File: src/rtl/inmod_cnt_bank.sv
// Per-input-module fill-level counters for the shared line buffer; INMOD_CNT_ERR_EN enables sticky underflow flags.
// Latency: writes/consumes visible on cnt_bus one cycle later. Backpressure: in_ready drops at full or outside RUN.
module inmod_cnt_bank #(
  parameter int MODI = 6,
  parameter int ADDW = 14
) (
  input  logic                 clk,
  input  logic                 rst_n,
  input  logic                 frm_start,
  input  logic                 frm_end,
  input  logic [MODI-1:0]      in_valid,
  output logic [MODI-1:0]      in_ready,
  input  logic                 rd_en,
  input  logic [ADDW-1:0]      rd_num,
  output logic [MODI*ADDW-1:0] cnt_bus,
  output logic [MODI-1:0]      full,
  output logic                 busy,
  output logic                 frm_done,
  output logic [MODI-1:0]      err
);

  localparam logic [ADDW-1:0] CNT_MAX = '1;

  typedef enum logic [1:0] {IDLE, RUN, DRAIN, DONE} state_t;

  state_t                     state, state_nxt;
  logic [MODI-1:0][ADDW-1:0]  level, level_nxt;
  logic [MODI-1:0][ADDW:0]    diff;
  logic [MODI-1:0]            uflow;
  logic [ADDW-1:0]            dec;
  logic                       all_zero;

  assign cnt_bus  = level;
  assign busy     = (state != IDLE);
  assign frm_done = (state == DONE);
  assign all_zero = (level == '0);
  assign dec      = (rd_en && (state == RUN || state == DRAIN)) ? rd_num : '0;

  always_comb begin
    in_ready  = '0;
    full      = '0;
    diff      = '0;
    uflow     = '0;
    level_nxt = level;
    for (int i = 0; i < MODI; i++) begin
      full[i]     = (level[i] == CNT_MAX);
      in_ready[i] = (state == RUN) && !full[i] && !frm_start;
      // ADDW+1-bit signed: level+inc never exceeds CNT_MAX, so the sign bit flags underflow
      diff[i]     = {1'b0, level[i]} + {{ADDW{1'b0}}, (in_valid[i] & in_ready[i])}
                  - {1'b0, dec};
      uflow[i]    = diff[i][ADDW] && !frm_start;
      level_nxt[i] = diff[i][ADDW] ? '0 : diff[i][ADDW-1:0];
    end
    if (frm_start) begin
      level_nxt = '0;
    end
  end

  always_comb begin
    state_nxt = state;
    if (frm_start) begin
      state_nxt = RUN;
    end else begin
      case (state)
        IDLE:    state_nxt = IDLE;
        RUN:     if (frm_end) state_nxt = DRAIN;
        DRAIN:   if (all_zero) state_nxt = DONE;
        DONE:    state_nxt = IDLE;
        default: state_nxt = IDLE;
      endcase
    end
  end

  always_ff @(posedge clk or negedge rst_n) begin
    if (!rst_n) begin
      state <= IDLE;
      level <= '0;
    end else begin
      state <= state_nxt;
      level <= level_nxt;
    end
  end

`ifdef INMOD_CNT_ERR_EN
  always_ff @(posedge clk or negedge rst_n) begin
    if (!rst_n) begin
      err <= '0;
    end else if (frm_start) begin
      err <= '0;
    end else begin
      err <= err | uflow;
    end
  end
`else
  assign err = '0;
`endif

endmodule
File: config.mk
export PLATFORM = sky130hd
export DESIGN_NAME = inmod_cnt_bank
export DESIGN_NICKNAME = d
export VERILOG_FILES = /design/src/rtl/inmod_cnt_bank.sv
export SDC_FILE = /design/constraint.sdc
export NUM_CORES = 1
export LEC_CHECK = 0
export ABC_AREA = 1
export CORE_MARGIN = 4
export CORE_UTILIZATION = 40
export DETAILED_ROUTE_END_ITERATION = 7
export PLACE_DENSITY_LB_ADDON = 0.12
export SLEW_MARGIN = 25
export SYNTH_ARGS = -nofsm -noshare
export SYNTH_HDL_FRONTEND = slang
export SYNTH_SLANG_ARGS = --single-unit
File: constraint.sdc
create_clock -name clk -period 4.4 [get_ports clk]
set_clock_uncertainty 0.15 [all_clocks]
set_input_delay 1.1 -clock clk [delete_from_list [all_inputs] [get_ports clk]]
set_output_delay 1.1 -clock clk [all_outputs]
set_load 0.01 [all_outputs]
* Word-level counts from Yosys, hierarchy flattened *
Index checks and enable logic that the tools add are counted.

word-level totals
  register bits = 86

operators by class
  $add $sub $neg = 12
  equality and inequality tests = 11
  multiplexer cells = 12
  bitwise operators = 6
  reductions and logical operators = 26

operator list
  cell                    count
  $mux W14                7
  $add A14 B1 Y15         6
  $sub A15 B14 Y15        6
  $eq A14 B14 Y1 const B  6
  $logic_not A84 Y1       1
  $mux W84                1
  $logic_and A1 B1 Y1     13
  $logic_not A1 Y1        7
  $and A1 B1 Y1           6
  $mux W2                 3
  $ne A3 B3 Y1 const B    2
  $pmux W2 S3             1
  $eq A2 B2 Y1 const B    2
  $eq A2 B1 Y1 const B    1
  $logic_not A2 Y1        1
  $reduce_and A2 Y1       1
  $reduce_bool A2 Y1      1
  $reduce_or A2 Y1        1
  $logic_or A1 B1 Y1      1

* Depth between registers and ports, before layout *
Gate-level depths: netlist of run 1.

  depth in word-level cells = 9
  mapped depth = 19
  mapped depth without buffers = 18

* Worst setup path after synthesis of run 1 *
No wires, ideal clock.

  path kind = input -> register
  start point = input port frm_start
  end point = register level (netlist bit cnt_bus[30])
  data arrival time = 3.311 ns
  required time = 4.129 ns
  slack = 0.817 ns
  stages on the path = 17
  buffers on the path = 1
  path through = clkinv_1 -> nand2_1 -> nor2_1 -> nand2_1 -> ha_1 -> inv_1 -> ha_1 -> fa_1 -> nand3_1 -> nand2_1 -> nand3_1 -> nand2_1 -> nand2_1 -> nand3b_1 -> nand2_2 -> buf_6 -> nor2_1

RTL lines
  what                  line  text
  from (decl)           9     input logic frm_start,
  to (signal assigned)  80    level <= level_nxt;
  to (decl)             27    logic [MODI-1:0][ADDW-1:0] level, level_nxt;

* Final worst setup path of run 1 *
  start point = input port frm_start
  end point = output port in_ready[0]

between the ends
  word-level cells in the longest chain between the ends = 2

RTL lines
  what                 line  text
  $logic_not A1 Y1     --
  $logic_and A1 B1 Y1  47    in_ready[i] = (state == RUN) && !full[i] && !frm_start;
  to (decl)            12    output logic [MODI-1:0] in_ready,

Every way passes these cells.

==> metrics.md, run 1 <==
| Metric | Value |
|---|---|
| Status | complete, no violations |
| Gate power share | 0.758 |
| Hold WC Path Type | reg2reg |
| Post_cts resized | 0 |
| GPL Wtd Cong | 0.868 |
| Setup violations, final | 0 |
| CP Max Fanout | 4 |
| Flop pwr share | 0.145 |
| Critical path startpoint | frm_start |
| Switching pwr | 0.00450 W |
| Clk Latency, worst-skew pair | 360 ps |
| Routed Antenna Nets | 0 |
| Reg-to-reg slack, setup | 950 ps |
| Layout Cells excl Fill | 1685 |
| Cell taking the most area after synthesis | ha_1 |
| Vias | 8650 |
| RR Startpoint | cnt_bus[58] |
| Pre-antenna DRT Iters | 5 |
| Fmax | 0.258 GHz |
| Warnings from Yosys | 0 |
| WS Path Type | in2out |
| Ant. Diodes | 0 |
| Relative slew slack | 0.429 |
| Fillers | 2215 |
| Synthesized area per cell | 7.04 um2 |
| DIE AREA | 24500 um2 |
| Post-Route Setup TNS | 0 ps |
| Startpoint class of the critical path | input pin |
| WHS | 393 ps |
| HPWL Detailed | 21400 um |
| Clk pin slew, worst setup/hold paths | 70 ps |
| Die height | 156 um |
| Crit end category | output port |
| Layout Area Growth over Synthesis | 23.0% |
| Area contributors post-synth | ha_1 (25%), dfrtp_1 (24%), nand2_1 (14%) |
| R2r endpoint | cnt_bus[66] |
| Post-Syn Instances | 1252 |
| CTS sink cnt | 86 |
| FF-to-FF path depth | 16 |
| DIE WIDTH | 156 um |
| Top-Level Pins | 129 |
| Placed Cells | 1669 |
| Synth cell types | 26 |
| Count leader, synth | nand2_1 |
| First-pass GRT wire length | 44000 um |
| Avg Vias per Cell | 5.13 |
| Final #Nets | 1604 |
| Final Util | 0.498 |
| Post-CTS Setup Inserts | 0 |
| Routed length per instance | 16.4 um |
| Core area | 21800 um2 |
| RSZ-0062 raised after global routing | false |
| Post-synth top flop | dfrtp_1 |
| Fraction of registers with async set/reset | 1.00 |
| Register bit total from synthesis | 86 |
| Total number of placement rows | 54 |
| Root buffer cell | clkbuf_16 |
| CP required | 3150 ps |
| Initial antenna violation count | 0 |
| Synth cell count leaders | nand2_1 (325), nor2_1 (218), ha_1 (173) |
| Lkg Pwr | 5.66 nW |
| H-tree depth | 3 |
| Slew @ Worst Pin | 857 ps |
| Post-Route WL | 27700 um |
| CP endpoint | in_ready[0] |
| CTS tree | yes |
| CTS buffer count | 9 |
| Hold Vio Cnt, Final | 0 |
| Largest net degree at the start of global routing | 78 |
| Arrival time at the worst endpoint | 2630 ps |
| I/O Buffers | 122 |
| Power density cells | 784 nW/um2 |
| Vias in the first global route | 8214 |
| Post-synthesis cell area | 8820 um2 |
| DRC | 0 |
| Peak VDD IR | 0.254 mV |
| Hold buffers post-CTS | 0 |
| Total power | 0.00850 W |
| Net Sw Frac | 0.529 |
| Post-synth top area share | 0.245 |
| Pins over their slew limit | 0 |
| CTS max path bufs | 2 |
| P_int | 0.00400 W |
| Min cycle time layout | 3880 ps |
| Grt ovf | 0 |
| Clock share of power | 0.097 |
| Max Cap Viol | 0 |
| Starting density of the core | 0.405 |
| Layout cells sized above 1 | 0.0676 |
| Sequential share of the synthesized area | 0.244 |
| All-Layer GR Usage | 0.229 |
| Final cycle utilization of the critical path | 0.882 |
| Number of DRC markers in iteration 0 | 500 |
| Count of flip-flops with a built-in enable after synthesis | 0 |
[area by class of cell]
type                    count  area (um2)  area share
flip-flops and latches     86        2150       0.198
multi-input cells        1069        6230       0.575
repair buffers            154        1500       0.138
clock inverters             6        68.8     0.00635
clock buffers              10         239      0.0220
well taps                 280         350      0.0323
inverters                  80         300      0.0277
[worst min path at each step]
stage                   from       end  slack [ps]  cells past startpoint
global route        state[0]  state[0]         440                      2
finish              state[0]  state[0]         390                      2
floorplan           state[0]  state[0]         340                      2
global placement    state[0]  state[0]         380                      2
CTS                 state[0]  state[0]         400                      2
detailed placement  state[0]  state[0]         380                      2
[worst max-delay path, stage by stage]
cell             delay [ps]
clkdlybuf4s50_1         430
inv_2                    70
nand2_1                  60
buf_4                   160
nor2_1                  140
buf_4                   140
clkdlybuf4s50_1         520
[power by group through the flow]
stage          clock network, W  registers [W]  logic [W]
2_1_floorplan                 0        0.00123    0.00462
3_3_place_gp                  0        0.00124    0.00636
3_5_place_dp                  0        0.00124    0.00642
4_1_cts                0.000841        0.00123    0.00646
5_1_grt                0.000874        0.00126    0.00742
6_report               0.000825        0.00123    0.00645
[registers in the layout, indices dropped and copies added (netlist names)]
register / flops
cnt_bus: 84
state: 2
[metrics by stage]
stage / cell area (um2) / worst slack [ps]
floorplan: 8840 / 817
global placement: 10500 / 233
detailed placement: 10500 / 150
CTS: 10800 / 505
global route: 10800 / 191
finish: 10800 / 519
[cells by family (layout without fill, tap and decap cells)]
family                   Yosys count  in the layout  share of synthesized area
AND/OR/NAND/NOR                  747            747                      0.364
adder cells (fa/ha/maj)          179            179                      0.259
AO/OA/AOI/OAI                    137            137                     0.0812
buffers and inverters            102            250                     0.0512
flip-flops                        86             86                      0.244
other                              1              6                   0.000425
[layout by cell type, fill, tap and decap left out]
master	n
a21oi_1	91
and2_1	3
and2_2	3
buf_12	3
buf_4	29
buf_6	1
bufinv_16	1
clkbuf_16	9
clkbuf_8	1
clkdlybuf4s50_1	121
clkinv_2	1
clkinv_4	1
clkinvlp_4	1
conb_1	6
dfrtp_1	86
fa_1	6
ha_1	173
inv_1	79
inv_2	1
inv_6	2
nand2_1	325
nand2_2	9
nand3_1	110
nand3b_1	15
nand4_1	22
nor2_1	218
nor2_4	3
nor3_1	3
nor4_1	6
o21a_1	12
o21ai_0	31
o21ai_1	3
or2_2	30
[per-layer routing]
metal,vias to the layer above,global-route usage,routed length [um]
met5,-,0,0
met4,0,0.0471,346
met3,21,0.0343,1090
met2,151,0.384,12900
met1,3982,0.316,13400
li1,4496,-,-
No activity file was read; power rests on OpenSTA's default activity.
==> inputs of run 2 (changes only) <==
- CORE_UTILIZATION: 40 -> 35
==> run 2 against run 1 <==
Effect of this change: total power fell by 0.38%; critical path depth up 11; worst setup slack worse by 170 ps; final area is 0.35% lower; non-clock buffer count decreased by 8; sequential power about the same; worst hold slack improved by 6.0 ps; critical path type is now in2reg.
==> metrics.md, run 2 (same netlist as run 1, synthesis figures left out) <==
| Metric | Value |
|---|---|
| Status | complete, no violations (unchanged) |
| Die height | 167 um (was 156 um) |
| Biggest cell delay along the critical path | 470 ps (was 520 ps) |
| Layout Area Growth over Synthesis | 22.5% (was 23.0%) |
| Largest register FFs | 84 (unchanged) |
| CTS buffer count | 9 (unchanged) |
| Core area | 24500 um2 (was 21800 um2) |
| CTS sink cnt | 86 (unchanged) |
| GPL Wtd Cong | 0.872 (was 0.868) |
| Total power | 0.00847 W (was 0.00850 W) |
| All-Layer GR Usage | 0.206 (was 0.229) |
| DIE WIDTH | 167 um (was 156 um) |
| Pre-antenna DRT Iters | 5 (unchanged) |
| First-pass GRT wire length | 45700 um (was 44000 um) |
| Power density cells | 784 nW/um2 (about the same) |
| Ant. Diodes | 0 (unchanged) |
| Number of DRC markers in iteration 0 | 422 (was 500) |
| Slowest cell on the critical path | fa_1 (was clkdlybuf4s50_1) |
| DIE AREA | 27800 um2 (was 24500 um2) |
| Slew @ Worst Pin | 900 ps (was 857 ps) |
| CP required | 4470 ps (was 3150 ps) |
| WS Path Type | in2reg (was in2out) |
| RSZ-0062 raised after global routing | false (unchanged) |
| Setup violations, final | 0 (unchanged) |
| H-tree depth | 3 (unchanged) |
| Routed Antenna Nets | 0 (unchanged) |
| CTS tree | yes (unchanged) |
| Most frequent cells in the layout | nand2_1 (325), nor2_1 (218), ha_1 (173) (unchanged) |
| Arrival time at the worst endpoint | 4120 ps (was 2630 ps) |
| Clk pin slew, worst setup/hold paths | 70 ps (about the same) |
| Clk Latency, worst-skew pair | 350 ps (was 360 ps) |
| CP cell instances | clkdlybuf4s50_1, inv_2, nand2_1, buf_4, nor2_1, nand2_1, ha_1, inv_1, ha_1, fa_1, nand3_1, nand2_1, nand3_1, nand2_1, nand2_1, nand3b_1, nand2_2, nor2_1 (was clkdlybuf4s50_1, inv_2, nand2_1, buf_4, nor2_1, buf_4, clkdlybuf4s50_1) |
| Peak VDD IR | 0.241 mV (was 0.254 mV) |
| Layout Cells excl Fill | 1720 (was 1685) |
| Initial antenna violation count | 0 (unchanged) |
| Vias in the first global route | 8456 (was 8214) |
| Placed instance area | 10500 um2 (about the same) |
| Vias | 8651 (was 8650) |
| Fmax | 0.247 GHz (was 0.258 GHz) |
| Placed Cells | 1705 (was 1669) |
| Hold Vio Cnt, Final | 0 (unchanged) |
| Most common cell after layout, fill and taps aside | nand2_1 (unchanged) |
| CP Max Fanout | 14 (was 4) |
| Min cycle time layout | 4050 ps (was 3880 ps) |
| Grt ovf | 0 (unchanged) |
| Final cycle utilization of the critical path | 0.920 (was 0.882) |
| Total number of placement rows | 57 (was 54) |
| Fillers | 2583 (was 2215) |
| Lkg Pwr | 5.62 nW (was 5.66 nW) |
| Post-CTS Setup Inserts | 0 (unchanged) |
| Relative slew slack | 0.400 (was 0.429) |
| Hold WC Path Type | reg2reg (unchanged) |
| Routed length per instance | 16.9 um (was 16.4 um) |
| Starting density of the core | 0.359 (was 0.405) |
| DRC | 0 (unchanged) |
| I/O Buffers | 122 (unchanged) |
| Startpoint class of the critical path | input pin (unchanged) |
| CP delay by family, top | simple AND/OR/NAND/NOR gates (was buffers and inverters) |
| Final #Nets | 1596 (was 1604) |
| Post-Route Setup TNS | 0 ps (unchanged) |
| Crit end category | flop (was output port) |
| HPWL Detailed | 22200 um (was 21400 um) |
| Worst path most repeated cell | nand2_1 |
| Reg-to-reg slack, setup | 840 ps (was 950 ps) |
| Post-Route WL | 29000 um (was 27700 um) |
| Hold buffers post-CTS | 0 (unchanged) |
| Top-Level Pins | 129 (unchanged) |
| Pins over their slew limit | 0 (unchanged) |
| Max Cap Viol | 0 (unchanged) |
| Root buffer cell | clkbuf_16 (unchanged) |
| WP buf/inv | 4 (was 5) |
| Post_cts resized | 0 (unchanged) |
| Largest net degree at the start of global routing | 69 (was 78) |
| Design area | 10800 um2 (about the same) |
| CTS max path bufs | 2 (unchanged) |
| Avg Vias per Cell | 5.03 (was 5.13) |
| Layout cells sized above 1 | 0.0609 (was 0.0676) |
[run 2: routing by layer]
layer | up-vias | GRT usage | share of wire
li1 | 4466 | - | -
met1 | 3975 | 0.288 | 0.49
met2 | 174 | 0.337 | 0.45
met3 | 36 | 0.0232 | 0.038
met4 | 0 | 0.0647 | 0.025
met5 | - | 0 | 0
[run 2: area by class of cell]
class,instances,area [um2],area share
multi-input cells,1069,6230,0.577
flip-flops and latches,86,2150,0.199
repair buffers,146,1410,0.131
well taps,324,405,0.0375
inverters,80,300,0.0278
clock buffers,10,229,0.0212
clock inverters,5,75.1,0.00695
[run 2: worst min-delay path, cell delays in order, from the launching register on]
cell     delay, ps
dfrtp_1        400
nand2_1         70
nand2_1         50
[run 2: path summary, 6_finish.rpt]
path	from	to	cells after the start
setup / recovery	frm_start	cnt_bus[80]	18
hold / removal	state[0]	state[0]	2
setup reg to reg	state[1]	cnt_bus[39]	16
hold reg to reg	state[0]	state[0]	2
max in group asynchronous	rst_n	cnt_bus[71]	2
min in group asynchronous	rst_n	cnt_bus[82]	1
[run 2: through the flow]
stage	hold WS [ps]	utilization	setup WS [ps]
6_report	399	0.440	353
5_1_grt	441	0.440	123
4_1_cts	400	0.440	369
3_5_place_dp	384	0.428	10.3
3_3_place_gp	379	0.428	51.0
2_1_floorplan	344	-	817
[run 2: where the power goes]
group          internal [W]  switching, W  leakage (nW)
Sequential         0.000985      0.000253          1.17
Clock              0.000493      0.000351         0.152
Combinational       0.00247       0.00391          4.30
Total               0.00395       0.00452          5.62
==> inputs of run 3 (changes only) <==
- CORE_UTILIZATION: 35 -> 32
- HOLD_SLACK_MARGIN: default -> 0.05
==> run 3 against run 2 <==
Effect of this change: total power rose by 5.5%; combinational power grew 4.2%; critical path depth shrank 11; worst setup slack better by 31 ps; final area up 2.7%; fmax rose by 0.77%; sequential power about the same; clock-buffer cell count fell by 1; clock power increased by 24%.
==> metrics.md, run 3 (same netlist as run 1, synthesis figures left out) <==
| Metric | Value |
|---|---|
| Status | complete, no violations (unchanged) |
| Layout cells sized above 1 | 0.0716 (was 0.0609) |
| Hold buffers post-CTS | 0 (unchanged) |
| FF-to-FF path depth | 16 (unchanged) |
| CTS tree | yes (unchanged) |
| Post_cts resized | 0 (unchanged) |
| Post-Route Setup TNS | 0 ps (unchanged) |
| Final Worst Setup Slack | 384 ps (was 353 ps) |
| Clk Latency, worst-skew pair | 350 ps (about the same) |
| Post-CTS Setup Inserts | 0 (unchanged) |
| Final Util | 0.410 (was 0.440) |
| CP cell instances | clkdlybuf4s50_1, inv_2, nand2_1, buf_12, nor2_1, buf_4, clkdlybuf4s50_1 (was clkdlybuf4s50_1, inv_2, nand2_1, buf_4, nor2_1, nand2_1, ha_1, inv_1, ha_1, fa_1, nand3_1, nand2_1, nand3_1, nand2_1, nand2_1, nand3b_1, nand2_2, nor2_1) |
| Lkg Pwr | 5.75 nW (was 5.62 nW) |
| Layout Cells excl Fill | 1752 (was 1720) |
| Crit path depth | 7 (was 18) |
| Largest register FFs | 84 (unchanged) |
| Top-Level Pins | 129 (unchanged) |
| Most frequent cells in the layout | nand2_1 (325), nor2_1 (218), ha_1 (173) (unchanged) |
| CP required | 3150 ps (was 4470 ps) |
| Slew @ Worst Pin | 895 ps (was 900 ps) |
| Post-Route WL | 29400 um (was 29000 um) |
| Fillers | 2842 (was 2583) |
| Power density cells | 806 nW/um2 (was 784 nW/um2) |
| Routed Antenna Nets | 0 (unchanged) |
| First-pass GRT wire length | 46800 um (was 45700 um) |
| DIE WIDTH | 174 um (was 167 um) |
| WHS | 402 ps (was 399 ps) |
| Total number of placement rows | 60 (was 57) |
| Worst slack, placed | 74.8 ps (was 10.3 ps) |
| Startpoint class of the critical path | input pin (unchanged) |
| Hold_sp | state[0] (unchanged) |
| Vias | 8775 (was 8651) |
| All-Layer GR Usage | 0.194 (was 0.206) |
| CTS sink cnt | 86 (unchanged) |
| Most common cell after layout, fill and taps aside | nand2_1 (unchanged) |
| Vias in the first global route | 8598 (was 8456) |
| Hold Vio Cnt, Final | 0 (unchanged) |
| Pins over their slew limit | 0 (unchanged) |
| Core area | 27000 um2 (was 24500 um2) |
| Hold path endpoint | state[0] (unchanged) |
| HPWL Detailed | 22800 um (was 22200 um) |
| Min cycle time layout | 4020 ps (was 4050 ps) |
| Slowest cell on the critical path | clkdlybuf4s50_1 (was fa_1) |
| DRC | 0 (unchanged) |
| I/O Buffers | 122 (unchanged) |
| CTS max path bufs | 2 (unchanged) |
| Sequential standard cell area | 2150 um2 (unchanged) |
| RR Startpoint | cnt_bus[28] (was state[1]) |
| RSZ-0062 raised after global routing | false (unchanged) |
| Hold WC Path Type | reg2reg (unchanged) |
| Grt ovf | 0 (unchanged) |
| Pre-antenna DRT Iters | 5 (unchanged) |
| Die height | 174 um (was 167 um) |
| Setup violations, final | 0 (unchanged) |
| Crit end category | output port (was flop) |
| DIE AREA | 30300 um2 (was 27800 um2) |
| Layout Area Growth over Synthesis | 25.8% (was 22.5%) |
| Multi-input gate area | 6230 um2 (unchanged) |
| Number of DRC markers in iteration 0 | 509 (was 422) |
| Placed Cells | 1735 (was 1705) |
| WHS Path Cells | 2 (unchanged) |
| Root buffer cell | clkbuf_16 (unchanged) |
| WS Path Type | in2out (was in2reg) |
| CP Max Fanout | 7 (was 14) |
| H-tree depth | 3 (unchanged) |
| Initial antenna violation count | 0 (unchanged) |
| Starting density of the core | 0.326 (was 0.359) |
| Fmax | 0.249 GHz (was 0.247 GHz) |
| Final #Nets | 1610 (was 1596) |
| Relative slew slack | 0.403 (was 0.400) |
| Routed length per instance | 16.8 um (was 16.9 um) |
| Biggest cell delay along the critical path | 520 ps (was 470 ps) |
| WP buf/inv | 5 (was 4) |
| Ant. Diodes | 0 (unchanged) |
| Avg Vias per Cell | 5.01 (was 5.03) |
| Clk pin slew, worst setup/hold paths | 70 ps (about the same) |
| Max Cap Viol | 0 (unchanged) |
| Worst path most repeated cell | clkdlybuf4s50_1 (was nand2_1) |
| CP delay by family, top | buffers and inverters (was simple AND/OR/NAND/NOR gates) |
| Final cycle utilization of the critical path | 0.913 (was 0.920) |
| R2r endpoint | cnt_bus[39] (unchanged) |
| Largest net degree at the start of global routing | 69 (unchanged) |
| Arrival time at the worst endpoint | 2770 ps (was 4120 ps) |
| Reg-to-reg slack, setup | 770 ps (was 840 ps) |
| GPL Wtd Cong | 0.870 (was 0.872) |
| Peak VDD IR | 0.258 mV (was 0.241 mV) |
| CTS buffer count | 9 (unchanged) |
[run 3: per-layer routing]
metal	wire [um]	GRT usage	vias to the layer above
met5	0	0	-
met4	232	0.0313	0
met3	1560	0.0304	15
met2	13200	0.316	201
met1	14500	0.276	4049
li1	-	-	4510
[run 3: how the worst max path moves through the flow]
| stage | startpoint | endpoint | slack [ps] |
|---|---|---|---|
| after global routing | frm_start | cnt_bus[25] | 190 |
| after detailed placement | frm_start | cnt_bus[53] | 70 |
| after floorplan | frm_start | cnt_bus[30] | 820 |
| after global placement | frm_start | cnt_bus[50] | 110 |
| final | frm_start | in_ready[3] | 380 |
| after CTS | frm_start | in_ready[3] | 370 |
[run 3: power by group]
group	leakage, nW	total (W)	switching (W)	internal [W]
combinational	4.39	0.00666	0.00399	0.00268
clock	0.188	0.00105	0.000371	0.000675
sequential	1.17	0.00123	0.000244	0.000984
total	5.75	0.00894	0.00460	0.00434
[run 3: tightest hold or removal path, delay by kind of cell, from the launching register on]
family           cells  cell delay, ps
DFF                  1             400
and+or+nand+nor      2             120
[run 3: area by class of cell]
type | count | share of cell area
Tap cell | 341 | 0.0385
Multi-Input combinational cell | 1069 | 0.562
Timing Repair Buffer | 160 | 0.143
Clock inverter | 7 | 0.0152
Sequential cell | 86 | 0.194
Clock buffer | 9 | 0.0203
Inverter | 80 | 0.0271
[run 3: stage by stage]
step | cell area [um2] | power (W)
floorplan | 8840 | 0.00585
finish | 11100 | 0.00894
CTS | 11100 | 0.00900
global placement | 10700 | 0.00787
global route | 11100 | 0.0100
detailed placement | 10700 | 0.00790
